$ cat config.mk
export PLATFORM = sky130hd
export DESIGN_NAME = hyper_eot_classifier
export DESIGN_NICKNAME = d
export VERILOG_FILES = /design/src/rtl/hyper_eot_classifier.sv
export SDC_FILE = /design/constraint.sdc
export NUM_CORES = 1
export LEC_CHECK = 0
export ABC_CLOCK_PERIOD_IN_PS = 3600
export CAP_MARGIN = 10
export CORE_UTILIZATION = 35
export CTS_CLUSTER_DIAMETER = 200
export DETAILED_ROUTE_END_ITERATION = 10
export PLACE_DENSITY = 0.57
export SLEW_MARGIN = 20
export SYNTH_ARGS = -nofsm -noshare
export SYNTH_HDL_FRONTEND = slang
export SYNTH_SLANG_ARGS = --single-unit
$ cat constraint.sdc
create_clock -name sys_clk_i -period 3.6 [get_ports sys_clk_i]
set_input_delay 0.36 -clock sys_clk_i [delete_from_list [all_inputs] [get_ports sys_clk_i]]
set_output_delay 0.36 -clock sys_clk_i [all_outputs]
set_load 0.01 [all_outputs]
$ cat src/rtl/hyper_eot_classifier.sv
`default_nettype none
// ============================================================================
// Module   : hyper_eot_classifier
// Purpose  : Tracks the direction of each issued HyperBus transfer in an
//            in-order 1-bit FIFO and converts every end-of-transfer pulse
//            into a dedicated read-done or write-done event.
// Revision : 1.0 - initial release
// ============================================================================
module hyper_eot_classifier #(
   parameter int DEPTH = 4,
   parameter int CNT_W = $clog2(DEPTH + 1)
) (
   input  logic             sys_clk_i,
   input  logic             rstn_i,
   input  logic             clr_i,
   input  logic             rx_issue_i,
   input  logic             tx_issue_i,
   input  logic             eot_i,
   input  logic             err_clr_i,
   output logic             rd_done_o,
   output logic             wr_done_o,
   output logic [CNT_W-1:0] pending_o,
   output logic             empty_o,
   output logic             full_o,
   output logic             err_ovf_o,
   output logic             err_unf_o
);

   localparam int               PTR_W   = (DEPTH > 1) ? $clog2(DEPTH) : 1;
   localparam logic [CNT_W-1:0] c_depth = CNT_W'(DEPTH);

   // Entry encoding: 1 = read, 0 = write.
   logic [DEPTH-1:0] r_mem;
   logic [PTR_W-1:0] r_wr_ptr;
   logic [PTR_W-1:0] r_rd_ptr;
   logic [CNT_W-1:0] r_count;
   logic             r_rd_done;
   logic             r_wr_done;
   logic             r_err_ovf;
   logic             r_err_unf;

   logic             w_pop;
   logic [CNT_W-1:0] w_space;
   logic             w_push_rd;
   logic             w_push_wr;
   logic [PTR_W-1:0] w_wr_slot;
   logic             w_ovf_set;
   logic             w_unf_set;
   logic             w_head;

   // Pop first, then admit pushes against the space the pop frees up;
   // a flush cycle ignores every other input, including error detection.
   always_comb begin
      w_head    = r_mem[r_rd_ptr];
      w_pop     = !clr_i && eot_i && (r_count != '0);
      w_space   = c_depth - r_count + CNT_W'(w_pop);
      w_push_rd = !clr_i && rx_issue_i && (w_space >= CNT_W'(1));
      // A same-cycle read is older, so the write needs a second free slot.
      w_push_wr = !clr_i && tx_issue_i &&
                  (rx_issue_i ? (w_space >= CNT_W'(2)) : (w_space >= CNT_W'(1)));
      w_wr_slot = r_wr_ptr + PTR_W'(w_push_rd);
      w_ovf_set = !clr_i && ((rx_issue_i && !w_push_rd) || (tx_issue_i && !w_push_wr));
      w_unf_set = !clr_i && eot_i && (r_count == '0);
   end

   // Direction storage; contents are only meaningful between the pointers.
   always_ff @(posedge sys_clk_i) begin
      for (int i = 0; i < DEPTH; i++) begin
         if (w_push_rd && (PTR_W'(i) == r_wr_ptr)) begin
            r_mem[i] <= 1'b1;
         end else if (w_push_wr && (PTR_W'(i) == w_wr_slot)) begin
            r_mem[i] <= 1'b0;
         end
      end
   end

   // Pointers, occupancy and the registered done pulses.
   always_ff @(posedge sys_clk_i or negedge rstn_i) begin
      if (!rstn_i) begin
         r_wr_ptr  <= '0;
         r_rd_ptr  <= '0;
         r_count   <= '0;
         r_rd_done <= 1'b0;
         r_wr_done <= 1'b0;
      end else if (clr_i) begin
         r_wr_ptr  <= '0;
         r_rd_ptr  <= '0;
         r_count   <= '0;
         r_rd_done <= 1'b0;
         r_wr_done <= 1'b0;
      end else begin
         r_wr_ptr  <= r_wr_ptr + PTR_W'(w_push_rd) + PTR_W'(w_push_wr);
         r_rd_ptr  <= r_rd_ptr + PTR_W'(w_pop);
         r_count   <= r_count + CNT_W'(w_push_rd) + CNT_W'(w_push_wr) - CNT_W'(w_pop);
         r_rd_done <= w_pop && w_head;
         r_wr_done <= w_pop && !w_head;
      end
   end

   // Sticky error flags: a new error beats a same-cycle clear; flush leaves them alone.
   always_ff @(posedge sys_clk_i or negedge rstn_i) begin
      if (!rstn_i) begin
         r_err_ovf <= 1'b0;
         r_err_unf <= 1'b0;
      end else begin
         if (w_ovf_set) begin
            r_err_ovf <= 1'b1;
         end else if (err_clr_i) begin
            r_err_ovf <= 1'b0;
         end
         if (w_unf_set) begin
            r_err_unf <= 1'b1;
         end else if (err_clr_i) begin
            r_err_unf <= 1'b0;
         end
      end
   end

   assign rd_done_o = r_rd_done;
   assign wr_done_o = r_wr_done;
   assign pending_o = r_count;
   assign empty_o   = (r_count == '0);
   assign full_o    = (r_count == c_depth);
   assign err_ovf_o = r_err_ovf;
   assign err_unf_o = r_err_unf;

endmodule
`default_nettype wire

==> results of run 1 <==
==> flip-flops by register name, summed over array words and instances (netlist names) <==
name and count:
r_mem 4, wr_done_o 1, r_rd_ptr 2, err_ovf_o 1, err_unf_o 1, pending_o 3
rd_done_o 1, r_wr_ptr 2
==> synth_stat cells, drive strengths merged, types with 2 or more instances <==
library cell | n | area, sq um
nor2 | 7 | 26.3
a32o | 4 | 40.0
inv | 13 | 48.8
xor2 | 3 | 33.8
dfxtp | 4 | 80.1
ha | 6 | 75.1
o211ai | 4 | 30.0
o22ai | 2 | 12.5
xnor2 | 4 | 35.0
fa | 2 | 40.0
nor2b | 3 | 18.8
dfrtp | 11 | 275
==> cells by family after synthesis <==
logic type               count (synthesis)  synth area share [%]
AND/OR/NAND/NOR                         18                  11.8
flip-flops                              15                  42.6
AO/OA/AOI/OAI                           14                  14.5
buffers and inverters                   14                  6.30
adder cells (fa/ha/maj)                  8                  13.8
XOR/XNOR                                 7                  8.25
multiplexers                             1                  2.70
==> worst paths after layout <==
check / start / depth (start not counted) / slack [ns] / endpoint
max: pending_o[1] / 13 / 0.32 / pending_o[2]
min: rstn_i / 1 / 0.41 / r_wr_ptr[0]
max reg2reg: pending_o[1] / 13 / 0.32 / pending_o[2]
min reg2reg: r_mem[0] / 1 / 0.49 / r_mem[0]
max in group asynchronous: rstn_i / 1 / 2.85 / pending_o[1]
min in group sys_clk_i: r_mem[0] / 1 / 0.49 / r_mem[0]
==> power by group through the flow <==
stage | combinational (mW) | sequential (mW) | clock (mW)
6_report | 0.381 | 0.258 | 0.0977
4_1_cts | 0.383 | 0.258 | 0.103
2_1_floorplan | 0.228 | 0.271 | 0
3_3_place_gp | 0.378 | 0.260 | 0
3_5_place_dp | 0.382 | 0.262 | 0
5_1_grt | 0.433 | 0.265 | 0.113
==> layout make-up <==
| cell class | instances | area, sq um |
|---|---|---|
| fillers | 221 | 1160 |
| multi-input cells | 48 | 427 |
| flip-flops and latches | 15 | 355 |
| repair buffers | 19 | 180 |
| inverters | 13 | 48.8 |
| well taps | 28 | 35.0 |
| clock buffers | 3 | 22.5 |
| clock inverters | 1 | 5.00 |
==> worst max-delay path, cell delays in order (launching register included) <==
cell and delay [ns]:
sky130_fd_sc_hd__dfrtp_1 0.38, sky130_fd_sc_hd__or3_1 0.42, sky130_fd_sc_hd__nand3_1 0.15, sky130_fd_sc_hd__ha_1 0.16
sky130_fd_sc_hd__inv_1 0.04, sky130_fd_sc_hd__ha_1 0.20, sky130_fd_sc_hd__xor2_2 0.19, sky130_fd_sc_hd__o311a_4 0.34
sky130_fd_sc_hd__inv_1 0.07, sky130_fd_sc_hd__ha_1 0.23, sky130_fd_sc_hd__fa_1 0.41, sky130_fd_sc_hd__fa_1 0.39
sky130_fd_sc_hd__xnor2_1 0.16, sky130_fd_sc_hd__nor2_1 0.05
==> layer usage <==
metal  track usage, %  up-vias  part of all wire [%]
li1                 -      308                     -
met1             20.5      288                    51
met2             19.6       17                    44
met3             2.68        2                   4.4
met4             6.94        0                   1.1
met5                0        -                     0
==> impl_metrics.toml, run 1 <==
[run_status]
status = "finished, final reports clean"

[timing]
drv_slew = 0
achievable-frequency_ghz = 0.304
finalSetupTns_ns = 0
rsz_0062_raised_after_global_routing = "no"
finalHoldWorstSlack_ns = 0.408
fin_crit_sh_pct = 91.2
worst_slew_pin_tran_ns = 0.517
period_minus_slack_ns = 3.28
timing.final.hold_violations = 0
max_slew_margin_pct = 65.4
worst_clock_skew_ns = 0.00439
timing.final.setup_violations = 0
post-route-worst-setup-slack_ns = 0.316

[worst_setup_path]
critPathKind = "reg -> reg"
critPathArrivalTime_ns = 3.46
crit_fanout = 6
critical_path_required_ns = 3.78
critPathCaptureType = "flop"
critPathLaunchType = "flop"

[synthesis]
number_of_synthesized_flops_with_an_enable_pin = 0
post_synth_instance_area_sq_um = 835
async_flop_share_pct = 73.3
syn-num-nets = 92
leading_register_cell_type_out_of_synthesis = "sky130_fd_sc_hd__dfrtp_1"
synth_seq_cells = 15
ys_seq_area_share_pct = 42.6
synth_warnings = 0
synth_cell_type_count = 27
syn-mean-instance-area_sq_um = 10.8
postSynthCellCount = 77

[min_path]
timing.hold.worst.class = "in -> async"

[clock_tree]
cts_repair_resize_count = 0
clock_pin_slew_on_the_worst_setup_and_hold_paths_ns = 0.09
cts-htree-levels = 1
clk_latency_ns = 0.29
clockBufferDepth = 2
postCtsSetupBuffers = 0
tritoncts.num_buffers = 3
clock_sinks = 15
clock_tree_root_driver_cell = "sky130_fd_sc_hd__clkbuf_4"
tritoncts = "yes"
cts_hold_buffers = 0

[routing]
avgViaCountPerCell = 4.84
firstDrtPassIters = 4
post_drt_wl_per_cell_um = 11.8
postRouteAntennaNets = 0
drc = 0
drtIter0Drc = 6
routed-via-count = 615
routed_wirelength_um = 1500

[place]
dp_hpwl_um = 1170
gp_routability_congestion = 0.710
place_inst = 123
pre_cts_slack_ns = 0.206
buffer_ports.inserted = 15
placedInstanceArea_sq_mm = 0.00105

[pwr]
cellLeakagePower_nw = 0.491
seqPwrFrac_pct = 35.0
power_density_mw_per_mm2 = 686
sw_frac_of_total_pct = 36.9
fin_total_pwr_uw = 736
intPower_uw = 464
power.ir.vdd_worst_mv = 0.359
share_comb_of_total_power_pct = 51.7
clockPowerShare_pct = 13.3
power.net_switching_uw = 272

[global_routing]
largest_net_degree_at_the_start_of_global_routing = 13
antenna_violations_before_repair = 0
grt_remaining_overflow = 0
grt_pass1_wl_um = 2650
vias_in_the_first_global_route = 580
groute.usage.overall_pct = 14.0

[cells_and_area]
finish.cell_count_without_fillers = 127
mostFrequentLayoutCell = "sky130_fd_sc_hd__clkdlybuf4s50_1"
post-route-util_pct = 48.1
finalNetCount = 115
diodes = 0
drive_above_1_share_pct = 11.1
area_added_between_synthesis_and_finish_pct = 28.6
final_area_sq_mm = 0.00107
final_cell_mix = "15 x sky130_fd_sc_hd__clkdlybuf4s50_1, 13 x sky130_fd_sc_hd__inv_1, 11 x sky130_fd_sc_hd__dfrtp_1"

[floorplanning]
die_x_um = 50.8
placeableCoreArea_sq_mm = 0.00223
die_height_um = 50.8
start_util_pct = 37.4
std_cell_rows = 17
ios = 16
die_area_sq_mm = 0.00258

[flow_run]
max_cap_viol = 0
No activity file was read; power rests on OpenSTA's default activity.
==> run 2: changes to the inputs <==
--- a/config.mk
+++ b/config.mk
@@ -11,6 +11,9 @@
 export CTS_CLUSTER_DIAMETER = 200
 export DETAILED_ROUTE_END_ITERATION = 10
 export PLACE_DENSITY = 0.57
+export REMOVE_ABC_BUFFERS = 1
+export SETUP_SLACK_MARGIN = 0.1
+export SKIP_LAST_GASP = 1
 export SLEW_MARGIN = 20
 export SYNTH_ARGS = -nofsm -noshare
 export SYNTH_HDL_FRONTEND = slang
==> run 2 against run 1 <==
Compared with the run above: clock skew shrank 0.0029 ns; flip-flop and latch count is the same; first-iteration DRC count grew 120%; register-to-register slack lost 0.03 ns; final cell count shrank 0.79%; sequential power grew 2%; non-clock buffer count shrank 1; power grew 0.76%; die area is the same; largest power group unchanged; highest routed layer unchanged.
==> impl_metrics.toml, run 2 (synthesized netlist as in run 1, its figures left out) <==
[run_status]
status = "finished, final reports clean"

[routing]
routed-via-count = 621
avgViaCountPerCell = 4.93
drc = 0
post_drt_wl_per_cell_um = 12.7
routed_wirelength_um = 1600
postRouteAntennaNets = 0
drtIter0Drc = 13
firstDrtPassIters = 4

[worst_setup_path]
worst_path_largest_cell_delay_ns = 0.45
critPathLaunchType = "flop"
crit_fanout = 6
critPathCaptureType = "flop"
critPathKind = "reg -> reg"
crit-reg2reg-launch = "pending_o[1]"
worst_path_max_delay_cell = "sky130_fd_sc_hd__dfrtp_2"
critical_path_required_ns = 3.77
startpoint = "pending_o[1]"
sequence_of_cells_on_the_critical_path = "or3_4, nand3_2, ha_1, inv_1, ha_1, xor2_2, o311a_4, inv_1, ha_1, fa_1, fa_1, xnor2_1, nor2_1"
critPathArrivalTime_ns = 3.48
critPathMostFrequentCell = "sky130_fd_sc_hd__ha_1"

[cells_and_area]
finish.cell_count_without_fillers = 126
mostFrequentLayoutCell = "sky130_fd_sc_hd__clkdlybuf4s50_1"
largest_register_ff_count = 4
registers.top_by_ff_count = "r_mem"
sequential_cell_area_sq_um = 357
finalNetCount = 114
area_added_between_synthesis_and_finish_pct = 28.9
multiInputGateArea_sq_um = 437
fillers = 230
diodes = 0
drive_above_1_share_pct = 12.2
final_cell_mix = "15 x sky130_fd_sc_hd__clkdlybuf4s50_1, 13 x sky130_fd_sc_hd__inv_1, 10 x sky130_fd_sc_hd__dfrtp_1"

[timing]
fin_crit_sh_pct = 91.9
rsz_0062_raised_after_global_routing = "no"
worst_clock_skew_ns = 0.00151
worst_slew_pin_tran_ns = 0.522
timing.final.setup_violations = 0
finalSetupTns_ns = 0
timing.final.hold_violations = 0
achievable-frequency_ghz = 0.302
drv_slew = 0
period_minus_slack_ns = 3.31
finalHoldWorstSlack_ns = 0.421
max_slew_margin_pct = 65.1

[clock_tree]
clock_tree_root_driver_cell = "sky130_fd_sc_hd__clkbuf_4"
tritoncts = "yes"
clock_pin_slew_on_the_worst_setup_and_hold_paths_ns = 0.08
postCtsSetupBuffers = 0
clock_sinks = 15
clk_latency_ns = 0.28
cts-htree-levels = 1
tritoncts.num_buffers = 3
clockBufferDepth = 2

[floorplanning]
ios = 16
die_x_um = 50.8
start_util_pct = 37.4
std_cell_rows = 17
placeableCoreArea_sq_mm = 0.00223
die_height_um = 50.8
die_area_sq_mm = 0.00258

[pwr]
seqPwrFrac_pct = 35.3
intPower_uw = 471
cellLeakagePower_nw = 0.482
fin_total_pwr_uw = 742
sw_frac_of_total_pct = 36.5
power.net_switching_uw = 271
power_density_mw_per_mm2 = 689
clockPowerShare_pct = 12.5
power.ir.vdd_worst_mv = 0.342
share_comb_of_total_power_pct = 52.2

[min_path]
timing.hold.worst.class = "in -> async"

[flow_run]
max_cap_viol = 0

[place]
place_inst = 122
dp_hpwl_um = 1330
buffer_ports.inserted = 15
gp_routability_congestion = 0.722

[global_routing]
grt_pass1_wl_um = 2900
antenna_violations_before_repair = 0
vias_in_the_first_global_route = 650
groute.usage.overall_pct = 15.7
grt_remaining_overflow = 0
largest_net_degree_at_the_start_of_global_routing = 13
[run 2: changes by cell type in the layout (fill, tap and decap cells not counted)]
cell	before	now
sky130_fd_sc_hd__buf_4	4	3
sky130_fd_sc_hd__nand3_1	1	0
sky130_fd_sc_hd__or3_1	1	0
sky130_fd_sc_hd__clkbuf_1	0	1
sky130_fd_sc_hd__dfrtp_1	11	10
sky130_fd_sc_hd__nand3_2	0	1
sky130_fd_sc_hd__or3_4	0	1
sky130_fd_sc_hd__clkinv_2	1	0
sky130_fd_sc_hd__dfrtp_2	0	1
[run 2: through the flow]
stage | worst slack, ns | utilization [%] | cell area [sq um]
3_5_place_dp | 0.146 | 46.5 | 1040
5_1_grt | 0.132 | 48.2 | 1080
2_1_floorplan | 0.298 | - | 831
3_3_place_gp | 0.225 | 46.5 | 1040
4_1_cts | 0.160 | 47.7 | 1060
6_report | 0.290 | 48.2 | 1080
[run 2: worst max-delay path: cells and delay by family, from the launching register on]
family / cells / cell delay (ns)
fa+ha+maj: 5 / 1.37
simple gates: 3 / 0.58
flops: 1 / 0.45
xor+xnor: 2 / 0.36
compound gates: 1 / 0.34
buf+inv: 2 / 0.10
[run 2: power groups by stage]
stage	clock, mW	combinational (mW)	sequential (mW)
finish	0.0930	0.387	0.262
detailed placement	0	0.385	0.265
CTS	0.0980	0.386	0.261
global route	0.110	0.431	0.271
floorplan	0	0.227	0.271
global placement	0	0.375	0.264
[run 2: layout make-up]
cell class / instances / area share (%)
Multi-Input combinational cell: 48 / 40.6
Sequential cell: 15 / 33.1
Timing Repair Buffer: 18 / 16.0
Inverter: 13 / 4.53
Tap cell: 28 / 3.26
Clock buffer: 4 / 2.44
[run 2: routing by layer]
metal,GRT usage (%),share of wire [%],vias to the layer above
li1,-,-,304
met1,19.0,43,303
met2,26.7,51,12
met3,6.25,4.4,2
met4,2.78,0.87,0
met5,0,0,-
[run 2: worst paths after layout]
path                                end  slack (ns)  cells past startpoint
hold reg to reg                r_mem[1]        0.47                      1
setup / recovery           pending_o[2]        0.29                     13
hold / removal             pending_o[2]        0.42                      1
max in group asynchronous  pending_o[1]        2.81                      1
setup reg to reg           pending_o[2]        0.29                     13
min in group sys_clk_i         r_mem[1]        0.47                      1
[run 2: timing repair]
action / in CTS / in global routing
resized for setup: 0 / 3
setup endpoints to repair: 0 / 1
hold buffers: 0 / 0
==> run 3: changes to the inputs <==
--- a/config.mk
+++ b/config.mk
@@ -7,6 +7,7 @@
 export LEC_CHECK = 0
 export ABC_CLOCK_PERIOD_IN_PS = 3600
 export CAP_MARGIN = 10
+export CORE_MARGIN = 5
 export CORE_UTILIZATION = 35
 export CTS_CLUSTER_DIAMETER = 200
 export DETAILED_ROUTE_END_ITERATION = 10
==> run 3 against run 2 <==
Compared with the run above: worst setup slack improved by 0.0087 ns; power barely moved; global-route usage fell by 4.5 points; combinational power fell by 1%; via count fell by 1.3%; flip-flop and latch count did not move; register-to-register slack barely moved; non-clock buffer count did not move; routed wire length rose by 1.1%; clock power rose by 5.5%; fmax rose by 0.26%; sequential share of layout area barely moved; critical path type unchanged.
==> impl_metrics.toml, run 3 (synthesized netlist as in run 1, its figures left out) <==
[floorplanning]
ios = 16
placeableCoreArea_sq_mm = 0.00225
die_height_um = 58.8
start_util_pct = 37.0
std_cell_rows = 17
die_x_um = 58.8
die_area_sq_mm = 0.00346

[cells_and_area]
finalNetCount = 114
final_area_sq_mm = 0.00108
final_cell_mix = "15 x sky130_fd_sc_hd__clkdlybuf4s50_1, 13 x sky130_fd_sc_hd__inv_1, 10 x sky130_fd_sc_hd__dfrtp_1"
area_added_between_synthesis_and_finish_pct = 29.1
finish.cell_count_without_fillers = 126
registers.top_by_ff_count = "r_mem"
drive_above_1_share_pct = 13.3
largest_register_ff_count = 4
mostFrequentLayoutCell = "sky130_fd_sc_hd__clkdlybuf4s50_1"
diodes = 0
post-route-util_pct = 47.8

[worst_setup_path]
critPathCaptureType = "flop"
critPathLaunchType = "flop"
critPathArrivalTime_ns = 3.48
crit_fanout = 6
critical_path_required_ns = 3.78
critPathKind = "reg -> reg"
reg2reg_setup_slack_ns = 0.30

[clock_tree]
clockBufferDepth = 2
cts-htree-levels = 1
postCtsSetupBuffers = 0
tritoncts.num_buffers = 3
clock_sinks = 15
clock_tree_root_driver_cell = "sky130_fd_sc_hd__clkbuf_4"
clk_latency_ns = 0.28
tritoncts = "yes"
clock_pin_slew_on_the_worst_setup_and_hold_paths_ns = 0.09

[timing]
finalSetupTns_ns = 0
worst_clock_skew_ns = 0.00233
fin_crit_sh_pct = 91.7
drv_slew = 0
achievable-frequency_ghz = 0.303
timing.final.hold_violations = 0
rsz_0062_raised_after_global_routing = "no"
timing.final.setup_violations = 0
period_minus_slack_ns = 3.30
max_slew_margin_pct = 65.7
worst_slew_pin_tran_ns = 0.513

[global_routing]
grt_remaining_overflow = 0
vias_in_the_first_global_route = 672
antenna_violations_before_repair = 0
grt_pass1_wl_um = 2930
largest_net_degree_at_the_start_of_global_routing = 13
groute.usage.overall_pct = 11.2

[pwr]
cellLeakagePower_nw = 0.485
power_density_mw_per_mm2 = 689
power.ir.vdd_worst_mv = 0.365

[routing]
drtIter0Drc = 4
avgViaCountPerCell = 4.87
routed_wirelength_um = 1620
postRouteAntennaNets = 0
post_drt_wl_per_cell_um = 12.8
firstDrtPassIters = 4
drc = 0
routed-via-count = 613

[place]
place_inst = 122
placedInstanceArea_sq_mm = 0.00104
dp_hpwl_um = 1300
buffer_ports.inserted = 15
gp_routability_congestion = 0.806

[flow_run]
max_cap_viol = 0

[run_status]
status = "finished, final reports clean"

[min_path]
timing.hold.worst.class = "in -> async"
-- run 3: area by class of cell --
type | instances | area, sq um
Clock buffer | 3 | 22.5
Clock inverter | 1 | 5.00
Fill cell | 229 | 1180
Inverter | 13 | 48.8
Multi-Input combinational cell | 48 | 437
Sequential cell | 15 | 357
Tap cell | 28 | 35.0
Timing Repair Buffer | 18 | 173
-- run 3: what timing repair did --
item,in CTS,in global routing
resized for setup,0,3
endpoints found under the setup margin,0,1
endpoints found under the hold margin,0,0
hold buffers,0,0
-- run 3: final timing paths --
path	start	to	cells after the start
setup reg to reg	pending_o[1]	pending_o[2]	13
hold reg to reg	r_mem[3]	r_mem[3]	1
max in group asynchronous	rstn_i	pending_o[1]	1
setup / recovery	pending_o[1]	pending_o[2]	13
hold / removal	rstn_i	err_unf_o	1
min in group sys_clk_i	r_mem[3]	r_mem[3]	1
-- run 3: report_power, final --
part	leakage (nW)	internal, mW	switching [mW]	total, mW
Clock	0.0177	0.0413	0.0569	0.0981
Combinational	0.288	0.205	0.177	0.383
Sequential	0.180	0.222	0.0393	0.262
Total	0.485	0.469	0.274	0.742
-- run 3: layer usage --
metal  GRT usage (%)  wire length, um  vias to the layer above  part of all wire, %
met3            3.07               89                        4                  5.5
met1            13.0              730                      291                   45
met5               0                0                        -                    0
met4            6.80               46                        0                  2.8
li1                -                -                      307                    -
met2            18.3              752                       11                   46
-- run 3: critical path, stage by stage, from the launching register on --
cell and delay (ns):
sky130_fd_sc_hd__dfrtp_2 0.46, sky130_fd_sc_hd__or3_4 0.41, sky130_fd_sc_hd__nand3_2 0.10, sky130_fd_sc_hd__ha_1 0.14, sky130_fd_sc_hd__inv_1 0.04, sky130_fd_sc_hd__ha_1 0.20
sky130_fd_sc_hd__xor2_2 0.19, sky130_fd_sc_hd__o311a_4 0.34, sky130_fd_sc_hd__inv_1 0.06, sky130_fd_sc_hd__ha_1 0.23, sky130_fd_sc_hd__fa_1 0.41, sky130_fd_sc_hd__fa_1 0.39
sky130_fd_sc_hd__xnor2_1 0.16, sky130_fd_sc_hd__nor2_1 0.05
-- run 3: stage by stage --
step | hold slack (ns) | power, mW | setup slack [ns]
CTS | 0.426 | 0.746 | 0.177
finish | 0.406 | 0.742 | 0.299
floorplan | 0.0644 | 0.497 | 0.298
global route | 0.447 | 0.810 | 0.132
global placement | 0.459 | 0.637 | 0.215
detailed placement | 0.466 | 0.645 | 0.191
